--- src/rtl/ram_stream_reader_pkg.sv ---
// Shared state encoding and output-FIFO sizing for the RAM stream reader.
package ram_stream_reader_pkg;

  typedef enum logic [1:0] {
    IDLE  = 2'd0,
    RUN   = 2'd1,
    DRAIN = 2'd2
  } state_e;

  localparam int FIFO_DEPTH = 2;
  localparam int FIFO_CNT_W = $clog2(FIFO_DEPTH + 1);

endpackage

--- src/rtl/stream_skid_fifo.sv ---
// Two-entry output FIFO with fall-through: an arriving word is visible at the
// head in the same cycle when the FIFO is empty, and is stored if not taken.
module stream_skid_fifo
  import ram_stream_reader_pkg::*;
#(
  parameter int WIDTH = 17
) (
  input  logic                  clk_i,
  input  logic                  rst_ni,
  input  logic                  flush_i,
  input  logic                  wr_valid_i,
  input  logic [WIDTH-1:0]      wr_data_i,
  input  logic                  rd_ready_i,
  output logic                  rd_valid_o,
  output logic [WIDTH-1:0]      rd_data_o,
  output logic [FIFO_CNT_W-1:0] count_o
);

  localparam int PtrW = $clog2(FIFO_DEPTH);

  logic [WIDTH-1:0]      mem_q [FIFO_DEPTH];
  logic [PtrW-1:0]       head_q, tail_q;
  logic [FIFO_CNT_W-1:0] count_q, count_d;
  logic                  empty, pop;

  assign empty      = (count_q == '0);
  assign rd_valid_o = !empty || wr_valid_i;
  assign rd_data_o  = !empty ? mem_q[head_q] : (wr_valid_i ? wr_data_i : '0);
  assign pop        = rd_valid_o && rd_ready_i;
  assign count_d    = count_q + FIFO_CNT_W'(wr_valid_i) - FIFO_CNT_W'(pop);
  assign count_o    = count_q;

  // A bypassed word is still written and both pointers advance, keeping them aligned.
  always_ff @(posedge clk_i or negedge rst_ni) begin
    if (!rst_ni) begin
      for (int i = 0; i < FIFO_DEPTH; i++) mem_q[i] <= '0;
      head_q  <= '0;
      tail_q  <= '0;
      count_q <= '0;
    end else if (flush_i) begin
      head_q  <= '0;
      tail_q  <= '0;
      count_q <= '0;
    end else begin
      if (wr_valid_i) begin
        mem_q[tail_q] <= wr_data_i;
        tail_q        <= tail_q + PtrW'(1);
      end
      if (pop) head_q <= head_q + PtrW'(1);
      count_q <= count_d;
    end
  end

endmodule

--- src/rtl/ram_stream_reader.sv ---
// Reads a (optionally looping) burst of words from a registered-output RAM
// and presents them as a ready/valid stream with a last marker per pass.
module ram_stream_reader
  import ram_stream_reader_pkg::*;
#(
  parameter int DWIDTH = 16,
  parameter int AWIDTH = 7
) (
  input  logic              clk,
  input  logic              reset_n,
  input  logic              start,
  input  logic              abort,
  input  logic [AWIDTH-1:0] base_addr,
  input  logic [AWIDTH:0]   length,
  input  logic              loop,
  output logic              busy,
  output logic              done,
  output logic              ram_rden,
  output logic [AWIDTH-1:0] ram_rdaddr,
  input  logic [DWIDTH-1:0] ram_dout,
  output logic [DWIDTH-1:0] m_tdata,
  output logic              m_tvalid,
  input  logic              m_tready,
  output logic              m_tlast
);

  state_e                state_q, state_d;
  logic [AWIDTH-1:0]     base_q, addr_q, addr_d;
  logic [AWIDTH:0]       len_q, rdcnt_q, rdcnt_d;
  logic                  loop_q, inflight_q, inflight_last_q, done_q;
  logic                  load, issue, flush, zero_done, drain_done;
  logic                  room, last_read, beat;
  logic [FIFO_CNT_W-1:0] fifo_count;
  logic [DWIDTH:0]       fifo_data;

  // Reads already issued plus words held must never exceed the FIFO depth.
  assign room      = (fifo_count + FIFO_CNT_W'(inflight_q)) < FIFO_CNT_W'(FIFO_DEPTH);
  assign last_read = (rdcnt_q == len_q - (AWIDTH + 1)'(1));
  assign beat      = m_tvalid && m_tready;

  always_comb begin
    state_d    = state_q;
    addr_d     = addr_q;
    rdcnt_d    = rdcnt_q;
    load       = 1'b0;
    issue      = 1'b0;
    flush      = 1'b0;
    zero_done  = 1'b0;
    drain_done = 1'b0;
    case (state_q)
      IDLE: begin
        if (start && !abort) begin
          if (length != '0) begin
            state_d = RUN;
            load    = 1'b1;
            addr_d  = base_addr;
            rdcnt_d = '0;
          end else begin
            zero_done = 1'b1;
          end
        end
      end
      RUN: begin
        if (abort) begin
          state_d = IDLE;
          flush   = 1'b1;
        end else if (room) begin
          issue   = 1'b1;
          addr_d  = addr_q + AWIDTH'(1);
          rdcnt_d = rdcnt_q + (AWIDTH + 1)'(1);
          if (last_read) begin
            rdcnt_d = '0;
            if (loop_q) addr_d = base_q;
            else        state_d = DRAIN;
          end
        end
      end
      DRAIN: begin
        if (abort) begin
          state_d = IDLE;
          flush   = 1'b1;
        end else if (beat && m_tlast) begin
          state_d    = IDLE;
          drain_done = 1'b1;
        end
      end
      default: state_d = IDLE;
    endcase
  end

  always_ff @(posedge clk or negedge reset_n) begin
    if (!reset_n) begin
      state_q         <= IDLE;
      addr_q          <= '0;
      rdcnt_q         <= '0;
      base_q          <= '0;
      len_q           <= '0;
      loop_q          <= 1'b0;
      inflight_q      <= 1'b0;
      inflight_last_q <= 1'b0;
      done_q          <= 1'b0;
    end else begin
      state_q         <= state_d;
      addr_q          <= addr_d;
      rdcnt_q         <= rdcnt_d;
      inflight_q      <= issue;
      inflight_last_q <= issue && last_read;
      done_q          <= zero_done;
      if (load) begin
        base_q <= base_addr;
        len_q  <= length;
        loop_q <= loop;
      end
    end
  end

  stream_skid_fifo #(
    .WIDTH(DWIDTH + 1)
  ) u_fifo (
    .clk_i     (clk),
    .rst_ni    (reset_n),
    .flush_i   (flush),
    .wr_valid_i(inflight_q),
    .wr_data_i ({inflight_last_q, ram_dout}),
    .rd_ready_i(m_tready),
    .rd_valid_o(m_tvalid),
    .rd_data_o (fifo_data),
    .count_o   (fifo_count)
  );

  assign m_tdata    = fifo_data[DWIDTH-1:0];
  assign m_tlast    = fifo_data[DWIDTH];
  assign busy       = (state_q != IDLE);
  assign done       = done_q || drain_done;
  assign ram_rden   = issue;
  assign ram_rdaddr = addr_q;

endmodule

--- config.mk ---
export PLATFORM = sky130hd
export DESIGN_NAME = ram_stream_reader
export DESIGN_NICKNAME = d
export VERILOG_FILES = /design/src/rtl/ram_stream_reader_pkg.sv /design/src/rtl/stream_skid_fifo.sv /design/src/rtl/ram_stream_reader.sv
export SDC_FILE = /design/constraint.sdc
export NUM_CORES = 1
export LEC_CHECK = 0
export CAP_MARGIN = 20
export CORE_AREA = 2 2 75 130
export DETAILED_ROUTE_END_ITERATION = 16
export DIE_AREA = 0 0 77 132
export GPL_TIMING_DRIVEN = 0
export PLACE_DENSITY = 0.68
export SYNTH_ARGS = -nofsm -noshare
export SYNTH_HDL_FRONTEND = slang
export SYNTH_SLANG_ARGS = --single-unit
export TNS_END_PERCENT = 1
--- constraint.sdc ---
create_clock -name clk -period 2.8 [get_ports clk]
set_input_delay 0.56 -clock clk [delete_from_list [all_inputs] [get_ports clk]]
set_output_delay 0.56 -clock clk [all_outputs]
set_load 0.05 [all_outputs]
# --- After elaboration in Yosys (flattened, before gate mapping) ---
# Index checks and enable logic that the tools add are counted.
word_totals:
  ff_bits: 74
  latchBits: 0
  ramBits: 0
  mem_bits_ro: 0
  in_bits: 37
  output_inout_bits: 28
  wordCells: 108
  memories: 0
op_classes:
  n_addsub: 7
  mul: 0
  div: 0
  n_lt_le_gt_ge: 4
  eq_ne: 11
  n_shift: 0
  muxes: 49
  bitwise: 3
  reduce_logical: 20
ops:
  columns: ["cell", "n"]
  rows:
  - ["$mux 17", 6]
  - ["$mux 7", 6]
  - ["$mux 8", 5]
  - ["$bwmux 34", 1]
  - ["$mux 1", 18]
  - ["$mux 2", 9]
  - ["$demux 17 s1", 1]
  - ["$pmux 8 s2", 1]
  - ["$pmux 7 s2", 1]
  - ["$ne 3x3->1 const B", 4]
  - ["$add 8x1->8 const B", 1]
  - ["$eq 8x8->1", 1]
  - ["$ne 2x2->1 const B", 4]
  - ["$reduce_bool 2->1", 4]
  - ["$reduce_bool 8->1", 1]
  - ["$sub 8x1->8 const B", 1]
  - ["$add 7x1->7 const B", 1]
  - ["$pmux 2 s3", 1]
  - ["$reduce_and 6->1", 1]
  - ["$logic_and 1x1->1", 5]
  - ["$reduce_and 5->1", 1]
  - ["$ge 2x2->1 const B", 2]
  - ["$logic_not 2->1", 2]
  - ["$not 1->2", 2]
  - ["other kinds (12)", 15]

# --- Depth between registers and ports, before layout ---
# Gate-level depths: netlist of run 1.
logic_depth:
  depth_word: 10
  ltp_mapped: 9
  mapped_depth_nobuf: 8

# --- Cells and area by module ---
# From an unflattened synthesis of run 1, not the netlist that was laid out.
hier_totals:
  hier_cells: 373
  hier_area_um2: 4110.2
modules_own_cells:
  columns: ["module", "n_inst", "cells_each", "area_per_inst_um2", "seq_area_each_um2"]
  rows:
  - ["ram_stream_reader", 1, 221, 2180.8, 900.9]
  - ["stream_skid_fifo", 1, 152, 1929.4, 950.9]

# --- Worst setup path after synthesis of run 1 ---
# No wires, ideal clock.
synth_path:
  kind: "reg-to-output"
  start: "reg u_fifo.head_q"
  end: "out done"
  arrival_ns: 2.565
  required_ns: 2.240
  slack_ns: -0.325
  path_stages_with_launch: 6
  n_path_buf: 1
  path_cell_list: "dfrtp_1 clkbuf_1 mux2i_1 mux2i_1 nand2_1 o21bai_1"
synth_between:
  elab_chain_len: 10
synth_lines:
  columns: ["element", "line", "rtl"]
  rows:
  - ["start: declaration", "stream_skid_fifo.sv:22", "logic [PtrW-1:0] head_q, tail_q;"]
  - ["start signal: assignment", "stream_skid_fifo.sv:49", "if (pop) head_q <= head_q + PtrW'(1);"]
  - ["$not 1->2 (implied by the code)", "stream_skid_fifo.sv:28", "assign rd_data_o = !empty ? mem_q[head_q] : (wr_valid_i ? wr_data_i : '0);"]
  - ["$mux 17 (implied by the code) (3 in series)", "stream_skid_fifo.sv:28", null]
  - ["$mux 17", "stream_skid_fifo.sv:28", null]
  - ["via m_tlast", "ram_stream_reader.sv:24", "output logic m_tlast"]
  - ["$logic_and 1x1->1", "ram_stream_reader.sv:82", "end else if (beat && m_tlast) begin"]
  - ["$mux 1", "ram_stream_reader.sv:82", null]
  - ["$mux 1", "ram_stream_reader.sv:79", "if (abort) begin"]
  - ["$mux 1", "ram_stream_reader.sv:50", "case (state_q)"]
  - ["$logic_or 1x1->1", "ram_stream_reader.sv:134", "assign done = done_q || drain_done;"]
  - ["end: declaration", "ram_stream_reader.sv:17", "output logic done,"]
# The timed path passes the listed nets, and every way through them passes these cells. The select of a mux whose other input is x is not followed.

# --- Final worst setup path of run 1 ---
layout_path:
  start: "reg u_fifo.count_q[1], in the netlist u_fifo.count_o[1]"
  end: "out m_tdata[2]"
layout_between:
  elab_chain_len: 2
layout_lines:
  columns: ["element", "line", "rtl"]
  rows:
  - ["start: declaration", "stream_skid_fifo.sv:23", "logic [FIFO_CNT_W-1:0] count_q, count_d;"]
  - ["start signal: assignment", "stream_skid_fifo.sv:50", "count_q <= count_d;"]
  - ["$logic_not 2->1", "stream_skid_fifo.sv:26", "assign empty = (count_q == '0);"]
  - ["$mux 17", "stream_skid_fifo.sv:28", null]
  - ["end: declaration", "ram_stream_reader.sv:21", "output logic [DWIDTH-1:0] m_tdata,"]
# No other way between the ends.

==> out/results.ini, run 1 <==
[placement]
place.gp.congestion = 0.824
place_inst = 554
port_buffers = 64
dp_hpwl_mm = 6.76

[pwr]
finalPower_uw = 6360
power_leakage_uw = 0.00217
power_density_nw_per_um2 = 1250
ir_drop_uv = 757

[detailed_routing]
first_iter_violations = 145
wire_per_inst_um = 16.3
route.detailed.drc = 0
vias = 3115
drtPass1Iterations = 4
vias_per_cell = 5.48
finalWirelength_mm = 9.27
ant_nets = 0

[synthesis]
syn_inst = 368
post-synth-top-area-cell = dfrtp_1
synth_edf_count = 0
async_flop_share = 1.00
syn_nets = 413
synth_cell_types = 52
ys_top_cells_by_area = dfrtp_1 (46%), mux2_2 (14%), mux2i_1 (5.0%)
yosysSeqAreaShare = 0.464
synth-seq-cells = 74
syn_area_um2 = 3990
synth_top_area_frac = 0.464
synth_area_per_cell_um2 = 10.8
yosys_warnings = 0
synth-main-ff-cell = dfrtp_1

[critical_path]
endpoint_kind = output port
critical_path_class = reg -> out
required_ns = 2.24
cp.arrival_ns = 2.12
crit_path_max_fanout = 10
critPathLaunchType = register

[sta]
hold_viol = 0
relSlewSlack = 0.570
fin_crit_ns = 2.68
rsz0062_at_grt = no
fin_tns_setup_ns = 0
skew_ns = 0.00429
hold-worst-slack_ns = 0.110
post-route-period-util = 0.959
worstMarginPinSlew_ns = 0.639
setup_viol = 0
final_max_slew_viol_count = 0
max_freq_mhz = 373

[final_layout]
fin_cells = 568
diodes = 0
fillers = 864
final_core_util = 0.562
layout-drive-gt1-share = 0.199
multi_input_area_um2 = 2020
nets = 489
area_growth_pct = 28.0
seqCellArea_um2 = 1850

[clock_network]
cts_setup_buffers = 0
clkLatencyLatePin_ns = 0.33
clkTransAtPathRegs_ns = 0.06
numCtsBuffers = 9
cts_max_level = 3
cts-root-buf = clkbuf_16
cts_sinks = 74
cts_max_path_buffers = 2
cts_tree = yes

[die]
die_h_um = 132
std_cell_rows = 46
core-area_um2 = 9090
die-area_um2 = 10200
pin_count = 65
start_util = 0.439
die_w_um = 77

[run]
max-cap-violations = 0

[outcome]
status = complete, no violations

[global_route]
grt_max_degree = 57
overflow = 0
grt_antenna_before_repair = 0
grt_pass1_vias = 3259
grt_use_total = 0.191
grt_pass1_wl_mm = 15.6

[hold_path]
min_path_type = in -> async

## path summary, 6_finish.rpt
check	start	endpoint	slack, ns	cells past startpoint
worst max register to register	len_q[0]	state_q[0]	0.25	7
worst min-delay path	reset_n	u_fifo.mem_q[20]	0.11	1
worst min register to register	base_q[0]	base_q[0]	0.51	1
min in group clk	base_q[0]	base_q[0]	0.51	1
max in group asynchronous	reset_n	u_fifo.head_q	2.12	2
worst max-delay path	u_fifo.count_o[1]	m_tdata[2]	0.12	5
## where the power goes
| part | total (uW) | internal (uW) | switching [uW] |
|---|---|---|---|
| Clock | 1100 | 679 | 422 |
| Combinational | 3350 | 1310 | 2040 |
| Sequential | 1910 | 1530 | 379 |
| Total | 6360 | 3520 | 2840 |
## per-stage QoR
stage,setup WS (ns),instance area [um2]
2_1_floorplan,-0.182,4000
3_3_place_gp,-1.42,4790
3_5_place_dp,-0.463,4820
4_1_cts,0.0101,5090
5_1_grt,0.00948,5110
6_report,0.116,5110
## cell usage after synthesis (all sizes together), types with 8 or more instances
cell type and instances:
a21oi 15, clkbuf 14, dfrtp 74, ha 8
inv 14, mux2 48, mux2i 20, nand2 14
nand3 27, nor2 13, o2111ai 8, o211ai 8
o21ai 31, xnor2 13, xor2 10
## cell families (layout without fill, tap and decap cells)
kind of cell             count (synthesis)  count (layout)  synth area share
adder cells (fa/ha/maj)                  8               8            0.0251
AO/OA/AOI/OAI                           71              71             0.112
buffers and inverters                   31             111            0.0348
AND/OR/NAND/NOR                         93              93             0.128
multiplexers                            68              68             0.186
XOR/XNOR                                23              23            0.0505
flip-flops                              74              74             0.464
## state kept, by name (all words and copies together) (netlist names), 2 cells and up
signal and cells:
base_q 7, len_q 8, ram_rdaddr 7, rdcnt_q 8
state_q 2, u_fifo.count_o 2, u_fifo.mem_q 34
## worst max-delay path, stage by stage (launching register included)
cell,delay [ns]
dfrtp_1,0.41
nor2_2,0.29
clkbuf_2,0.34
nand3_1,0.12
o21ai_0,0.09
dlygate4sd2_1,0.55
## layer usage
metal	GRT usage	wire, um	share of wire	vias to the layer above
li1	-	-	-	1485
met5	0	0	0	-
met1	0.215	3790	0.41	1547
met3	0.0425	368	0.040	11
met2	0.347	4930	0.53	72
met4	0.0714	183	0.020	0
## cells in the final DEF, fill, tap and decap left out, types with 3 or more instances in the layout
master,Yosys,layout
nand3_1,27,27
dlygate4sd2_1,0,16
clkbuf_1,13,8
o211ai_1,8,8
xor2_1,10,10
clkinv_2,0,4
xnor2_1,13,13
and2_1,3,3
mux2i_1,20,19
nor3_1,3,3
nand2b_1,3,3
nor2_1,13,11
inv_1,14,14
nor3b_1,3,3
clkdlybuf4s50_1,0,44
a21oi_1,14,14
or3_1,3,3
clkbuf_16,0,9
and3_1,3,3
dfrtp_1,74,73
nand2_1,14,14
mux2_2,48,48
o2111ai_1,7,7
o21ai_0,30,29
clkbuf_2,0,4
ha_1,8,8
## cell type report
cell class                 instances  share of cell area
tap                              120              0.0294
buffer                            16              0.0174
inverter                          14              0.0103
sequential                        74               0.363
timing repair buffer              66               0.129
multi-input combinational        263               0.396
clock inverter                     6              0.0115
clock buffer                       9              0.0441
## what timing repair did
| action | in CTS | in global routing |
|---|---|---|
| gates resized for setup | 26 | 7 |
| hold buffers | 0 | 0 |
| hold endpoints to repair | 0 | 0 |
| endpoints found under the setup margin | 19 | 25 |
(Power assumes the default switching activity.)
==> run 2: changes to the inputs <==
SLEW_MARGIN = 20   (was default)
==> run 2 against run 1 <==
  * Final area about the same
  * Clock power about the same
  * Routed wire length down 0.78%
  * Count of clock-buffer cells in the layout unchanged
  * Critical path depth unchanged
  * Setup slack better by 0.012 ns
  * Critical endpoint unchanged
==> out/results.ini, run 2 (synthesized netlist as in run 1, its figures left out) <==
[clock_network]
cts-root-buf = clkbuf_16  ; unchanged
numCtsBuffers = 9  ; unchanged
clkLatencyLatePin_ns = 0.33  ; about the same
clkTransAtPathRegs_ns = 0.06  ; about the same
cts_max_path_buffers = 2  ; unchanged
cts-hold-fix-buffers = 0  ; unchanged
cts_sinks = 74  ; unchanged
cts_max_level = 3  ; unchanged
cts_tree = yes  ; unchanged

[detailed_routing]
route.detailed.drc = 0  ; unchanged
wire_per_inst_um = 16.2  ; was 16.3 um
ant_nets = 0  ; unchanged
vias = 3101  ; was 3115
vias_per_cell = 5.47  ; was 5.48
drtPass1Iterations = 4  ; unchanged
first_iter_violations = 136  ; was 145
finalWirelength_mm = 9.19  ; was 9.27 mm

[placement]
port_buffers = 64  ; unchanged
place.gp.congestion = 0.824  ; unchanged
dp_hpwl_mm = 6.82  ; was 6.76 mm
dpl-instance-area_um2 = 4820  ; about the same

[critical_path]
r2r_slack_ns = 0.24  ; was 0.25 ns
reg2reg_from = len_q[0]  ; unchanged
endpoint_kind = output port  ; unchanged
required_ns = 2.24  ; about the same
crit_path_max_fanout = 10  ; unchanged
cp.arrival_ns = 2.11  ; was 2.12 ns
worstReg2RegEnd = state_q[0]  ; unchanged
critPathLaunchType = register  ; unchanged
rr_worst_depth = 7  ; unchanged
critical_path_class = reg -> out  ; unchanged

[sta]
max_freq_mhz = 374  ; was 373 MHz
final_max_slew_viol_count = 0  ; unchanged
relSlewSlack = 0.536  ; was 0.570
rsz0062_at_grt = yes  ; was no
worstMarginPinSlew_ns = 0.696  ; was 0.639 ns
setup_viol = 0  ; unchanged
hold_viol = 0  ; unchanged
skew_ns = 0.00439  ; was 0.00429 ns
fin_crit_ns = 2.67  ; was 2.68 ns
post-route-period-util = 0.954  ; was 0.959

[global_route]
grt_pass1_vias = 3324  ; was 3259
grt_antenna_before_repair = 0  ; unchanged
grt_use_total = 0.193  ; was 0.191
grt_max_degree = 57  ; unchanged
overflow = 0  ; unchanged
grt_pass1_wl_mm = 15.8  ; was 15.6 mm

[final_layout]
diodes = 0  ; unchanged
final_cell_mix = dfrtp_1 (73), mux2_2 (48), clkdlybuf4s50_1 (44), o21ai_0 (29), nand3_1 (27)  ; unchanged
fillers = 861  ; was 864
largest_reg_flops = 34  ; unchanged
layout_commonest_cell = dfrtp_1  ; unchanged
regMostFlops = u_fifo.mem_q  ; unchanged
layout-drive-gt1-share = 0.201  ; was 0.199
area_growth_pct = 28.1  ; was 28.0%
nets = 488  ; was 489
top_regs = u_fifo.mem_q: 34 flops, len_q: 8 flops, rdcnt_q: 8 flops  ; unchanged
final_cell_area_um2 = 5110  ; about the same

[die]
die-area_um2 = 10200  ; unchanged
std_cell_rows = 46  ; unchanged
die_h_um = 132  ; unchanged
die_w_um = 77  ; unchanged
start_util = 0.439  ; unchanged
pin_count = 65  ; unchanged
core-area_um2 = 9090  ; unchanged

[pwr]
finalPower_uw = 6370  ; was 6360 uW
ir_drop_uv = 786  ; was 757 uV
power_density_nw_per_um2 = 1250  ; about the same
power_leakage_uw = 0.00216  ; was 0.00217 uW

[outcome]
status = complete, no violations  ; unchanged

[run]
max-cap-violations = 0  ; unchanged

[hold_path]
min_path_type = in -> async  ; unchanged

==> run 2: cell types whose count changed in the layout (fill, tap and decap cells not counted), sizes merged <==
cell           before  now
dlygate4sd2        16   14
buf                 5    4
clkdlybuf4s15       1    3
==> run 2: how the worst max path moves through the flow <==
stage | endpoint | startpoint | cells after the start | slack [ns]
finish | m_tdata[2] | u_fifo.count_o[1] | 5 | 0.13
detailed placement | m_tdata[12] | u_fifo.head_q | 5 | -0.47
global placement | base_q[1] | reset_n | 1 | -1.42
floorplan | m_tdata[11] | u_fifo.head_q | 4 | -0.18
global route | base_q[6] | abort | 6 | -0.01
CTS | m_tdata[12] | inflight_q | 5 | 0.003
==> run 2: layout make-up <==
cell class              instances  area [um2]  share of cell area
inverters                      14        52.6              0.0103
plain buffers                  16        88.8              0.0174
repair buffers                 65         654               0.128
clock buffers                   9         225              0.0440
multi-input cells             263        2030               0.397
flip-flops and latches         74        1850               0.362
clock inverters                 6        58.8              0.0115
well taps                     120         150              0.0294
==> run 2: timing repair <==
item	CTS	global route
gates resized for setup	25	11
gates cloned	0	0
setup endpoints to repair	19	35
buffers inserted	0	0
pin swaps	0	0
==> run 2: where the power goes <==
| group | switching (uW) | leakage [uW] | internal, uW |
|---|---|---|---|
| Combinational | 2040 | 0.00110 | 1310 |
| Clock | 421 | 0.000145 | 679 |
| Sequential | 385 | 0.000908 | 1540 |
| Total | 2850 | 0.00216 | 3520 |
==> run 2: critical path, cell delays in order (launching register included) <==
cell,delay [ns]
dfrtp_1,0.41
nor2_2,0.28
clkbuf_2,0.33
nand3_1,0.12
o21ai_0,0.09
dlygate4sd2_1,0.55
==> run 2: per-layer routing <==
layer,global-route usage,share of wire,vias up
li1,-,-,1487
met1,0.212,0.41,1530
met2,0.356,0.54,68
met3,0.0397,0.038,16
met4,0.0774,0.019,0
met5,0,0,-
==> run 2: per-stage QoR <==
| stage | TNS, ns | worst slack (ns) | utilization | cells | hold slack [ns] |
|---|---|---|---|---|---|
| 2_1_floorplan | -1.55 | -0.182 | - | 368 | 0.264 |
| 3_3_place_gp | -118.19 | -1.42 | 0.526 | 552 | 0.485 |
| 3_5_place_dp | -11.78 | -0.466 | 0.530 | 553 | 0.456 |
| 4_1_cts | 0 | 0.00263 | 0.559 | 567 | 0.0989 |
| 5_1_grt | -0.0488 | -0.0135 | 0.562 | 567 | 0.102 |
| 6_report | 0 | 0.127 | 0.562 | 567 | 0.0994 |
==> run 3: changes to the inputs <==
MAX_ROUTING_LAYER = met4   (was default)
SLEW_MARGIN = default   (was 20)
==> run 3 against run 2 <==
  * Final area hardly changed
  * Routed wire length hardly changed
  * Final cell count up 0.18%
  * Critical path depth stayed put
  * Largest cell class unchanged
  * Register-to-register slack is essentially flat
  * Setup slack got worse by 0.0071 ns
  * Clock skew barely moved
  * Largest power group unchanged
  * Via count up 0.23%
  * Worst hold slack improved by 0.014 ns
  * Critical path type unchanged
  * Sequential power about the same
==> out/results.ini, run 3 (synthesized netlist as in run 1, its figures left out) <==
[clock_network]
cts-root-buf = clkbuf_16  ; unchanged
cts-hold-fix-buffers = 0  ; unchanged
cts_max_path_buffers = 2  ; unchanged
clkTransAtPathRegs_ns = 0.06  ; about the same
cts_max_level = 3  ; unchanged
cts_sinks = 74  ; unchanged
cts_tree = yes  ; unchanged
clkLatencyLatePin_ns = 0.33  ; about the same
numCtsBuffers = 9  ; unchanged

[run]
max-cap-violations = 0  ; unchanged

[critical_path]
critPathLaunchType = register  ; unchanged
endpoint_kind = output port  ; unchanged
critical_path_class = reg -> out  ; unchanged
max_stage_delay_ns = 0.55  ; about the same
rr_worst_depth = 7  ; unchanged
critPathTopFamily = buffers and inverters  ; unchanged
slowest_stage = dlygate4sd2_1  ; unchanged
cp.arrival_ns = 2.12  ; was 2.11 ns
path_cells = nor2_2, clkbuf_2, nand3_1, o21ai_0, dlygate4sd2_1  ; unchanged
required_ns = 2.24  ; about the same
cp.depth = 5  ; unchanged
path_buf_inv = 2  ; unchanged
crit_path_max_fanout = 10  ; unchanged

[detailed_routing]
first_iter_violations = 163  ; was 136
ant_nets = 0  ; unchanged
drtPass1Iterations = 4  ; unchanged
wire_per_inst_um = 16.2  ; about the same
finalWirelength_mm = 9.20  ; was 9.19 mm
route.detailed.drc = 0  ; unchanged
vias = 3108  ; was 3101
vias_per_cell = 5.47  ; about the same

[final_layout]
fin_cells = 568  ; was 567
top_regs = u_fifo.mem_q: 34 flops, len_q: 8 flops, rdcnt_q: 8 flops  ; unchanged
nets = 489  ; was 488
layout_commonest_cell = dfrtp_1  ; unchanged
final_cell_area_um2 = 5110  ; about the same
largest_reg_flops = 34  ; unchanged
final_cell_mix = dfrtp_1 (73), mux2_2 (48), clkdlybuf4s50_1 (44), o21ai_0 (29), nand3_1 (27)  ; unchanged
layout-drive-gt1-share = 0.199  ; was 0.201
regMostFlops = u_fifo.mem_q  ; unchanged
diodes = 0  ; unchanged
area_growth_pct = 28.0  ; was 28.1%

[global_route]
grt_antenna_before_repair = 0  ; unchanged
grt_pass1_vias = 3263  ; was 3324
met1_usage = 0.218  ; was 0.212
overflow = 0  ; unchanged
grt_pass1_wl_mm = 15.6  ; was 15.8 mm
grt_max_degree = 57  ; unchanged
grt_use_met3 = 0.0342  ; was 0.0397
met2_usage = 0.347  ; was 0.356
grt_busiest_layer = met2  ; unchanged
grt_use_total = 0.196  ; was 0.193

[die]
die-area_um2 = 10200  ; unchanged
std_cell_rows = 46  ; unchanged
core-area_um2 = 9090  ; unchanged
pin_count = 65  ; unchanged
die_h_um = 132  ; unchanged
die_w_um = 77  ; unchanged
start_util = 0.439  ; unchanged

[sta]
rsz0062_at_grt = no  ; was yes
fin_crit_ns = 2.68  ; was 2.67 ns
hold-worst-slack_ns = 0.113  ; was 0.0994 ns
worstMarginPinSlew_ns = 0.628  ; was 0.696 ns
hold_viol = 0  ; unchanged
max_freq_mhz = 373  ; was 374 MHz
post-route-period-util = 0.957  ; was 0.954
relSlewSlack = 0.577  ; was 0.536
skew_ns = 0.00435  ; was 0.00439 ns
setup_viol = 0  ; unchanged
final_max_slew_viol_count = 0  ; unchanged

[placement]
dpl-instance-area_um2 = 4820  ; about the same
place_inst = 554  ; was 553
dp_hpwl_mm = 6.76  ; was 6.82 mm
place.gp.congestion = 0.836  ; was 0.824
port_buffers = 64  ; unchanged

[hold_path]
min_path_type = in -> async  ; unchanged

[pwr]
power_leakage_uw = 0.00217  ; was 0.00216 uW
power_density_nw_per_um2 = 1240  ; was 1250 nW/um2
ir_drop_uv = 751  ; was 786 uV
finalPower_uw = 6360  ; was 6370 uW

[outcome]
status = complete, no violations  ; unchanged

run 3: cell types whose count changed in the layout (fill, tap and decap cells not counted):
cell             before  now
a21oi_1              13   14
a21oi_2               2    1
buf_4                 1    2
clkdlybuf4s15_1       2    0
dlygate4sd2_1        14   16
nor4_1                0    1
nor4_2                2    1
run 3: layer usage:
| layer | share of wire | vias to the layer above |
|---|---|---|
| met5 | 0 | - |
| met4 | 0.022 | 0 |
| met3 | 0.035 | 13 |
| met2 | 0.54 | 79 |
| met1 | 0.41 | 1529 |
| li1 | - | 1487 |
run 3: cell type report:
type	instances	area, um2
tap	120	150
buffer	16	88.8
inverter	14	52.6
clock buffer	9	225
multi-input combinational	263	2020
fill	864	3980
sequential	74	1850
clock inverter	6	58.8
timing repair buffer	66	659
run 3: through the flow:
stage	util	worst slack (ns)	setup TNS, ns
after floorplan	-	-0.182	-1.55
after global placement	0.526	-1.42	-118.19
after detailed placement	0.530	-0.463	-10.01
after CTS	0.560	0.0101	0
after global routing	0.562	0.0116	0
final	0.562	0.120	0
run 3: worst paths after layout:
| check | start | end | slack (ns) |
|---|---|---|---|
| setup reg to reg | len_q[0] | state_q[0] | 0.24 |
| hold / removal | reset_n | u_fifo.mem_q[20] | 0.11 |
| hold reg to reg | base_q[0] | base_q[0] | 0.50 |
| min in group clk | base_q[0] | base_q[0] | 0.50 |
| setup / recovery | u_fifo.count_o[1] | m_tdata[2] | 0.12 |
| max in group asynchronous | reset_n | u_fifo.head_q | 2.12 |
run 3: what timing repair did:
item / in CTS / in global routing
setup endpoints to repair: 19 / 25
gates resized for setup: 26 / 7
setup buffers: 0 / 0
run 3: power by group:
| group | internal, uW | switching [uW] |
|---|---|---|
| sequential | 1530 | 378 |
| combinational | 1310 | 2040 |
| clock | 679 | 420 |
| total | 3520 | 2840 |
run 3: worst reg2reg max path: cells and delay by family, from the launching register on:
kind,cells,cell delay [ns]
simple gates,2,1.07
compound gates,4,0.75
buf+inv,1,0.17
flops,1,0.42
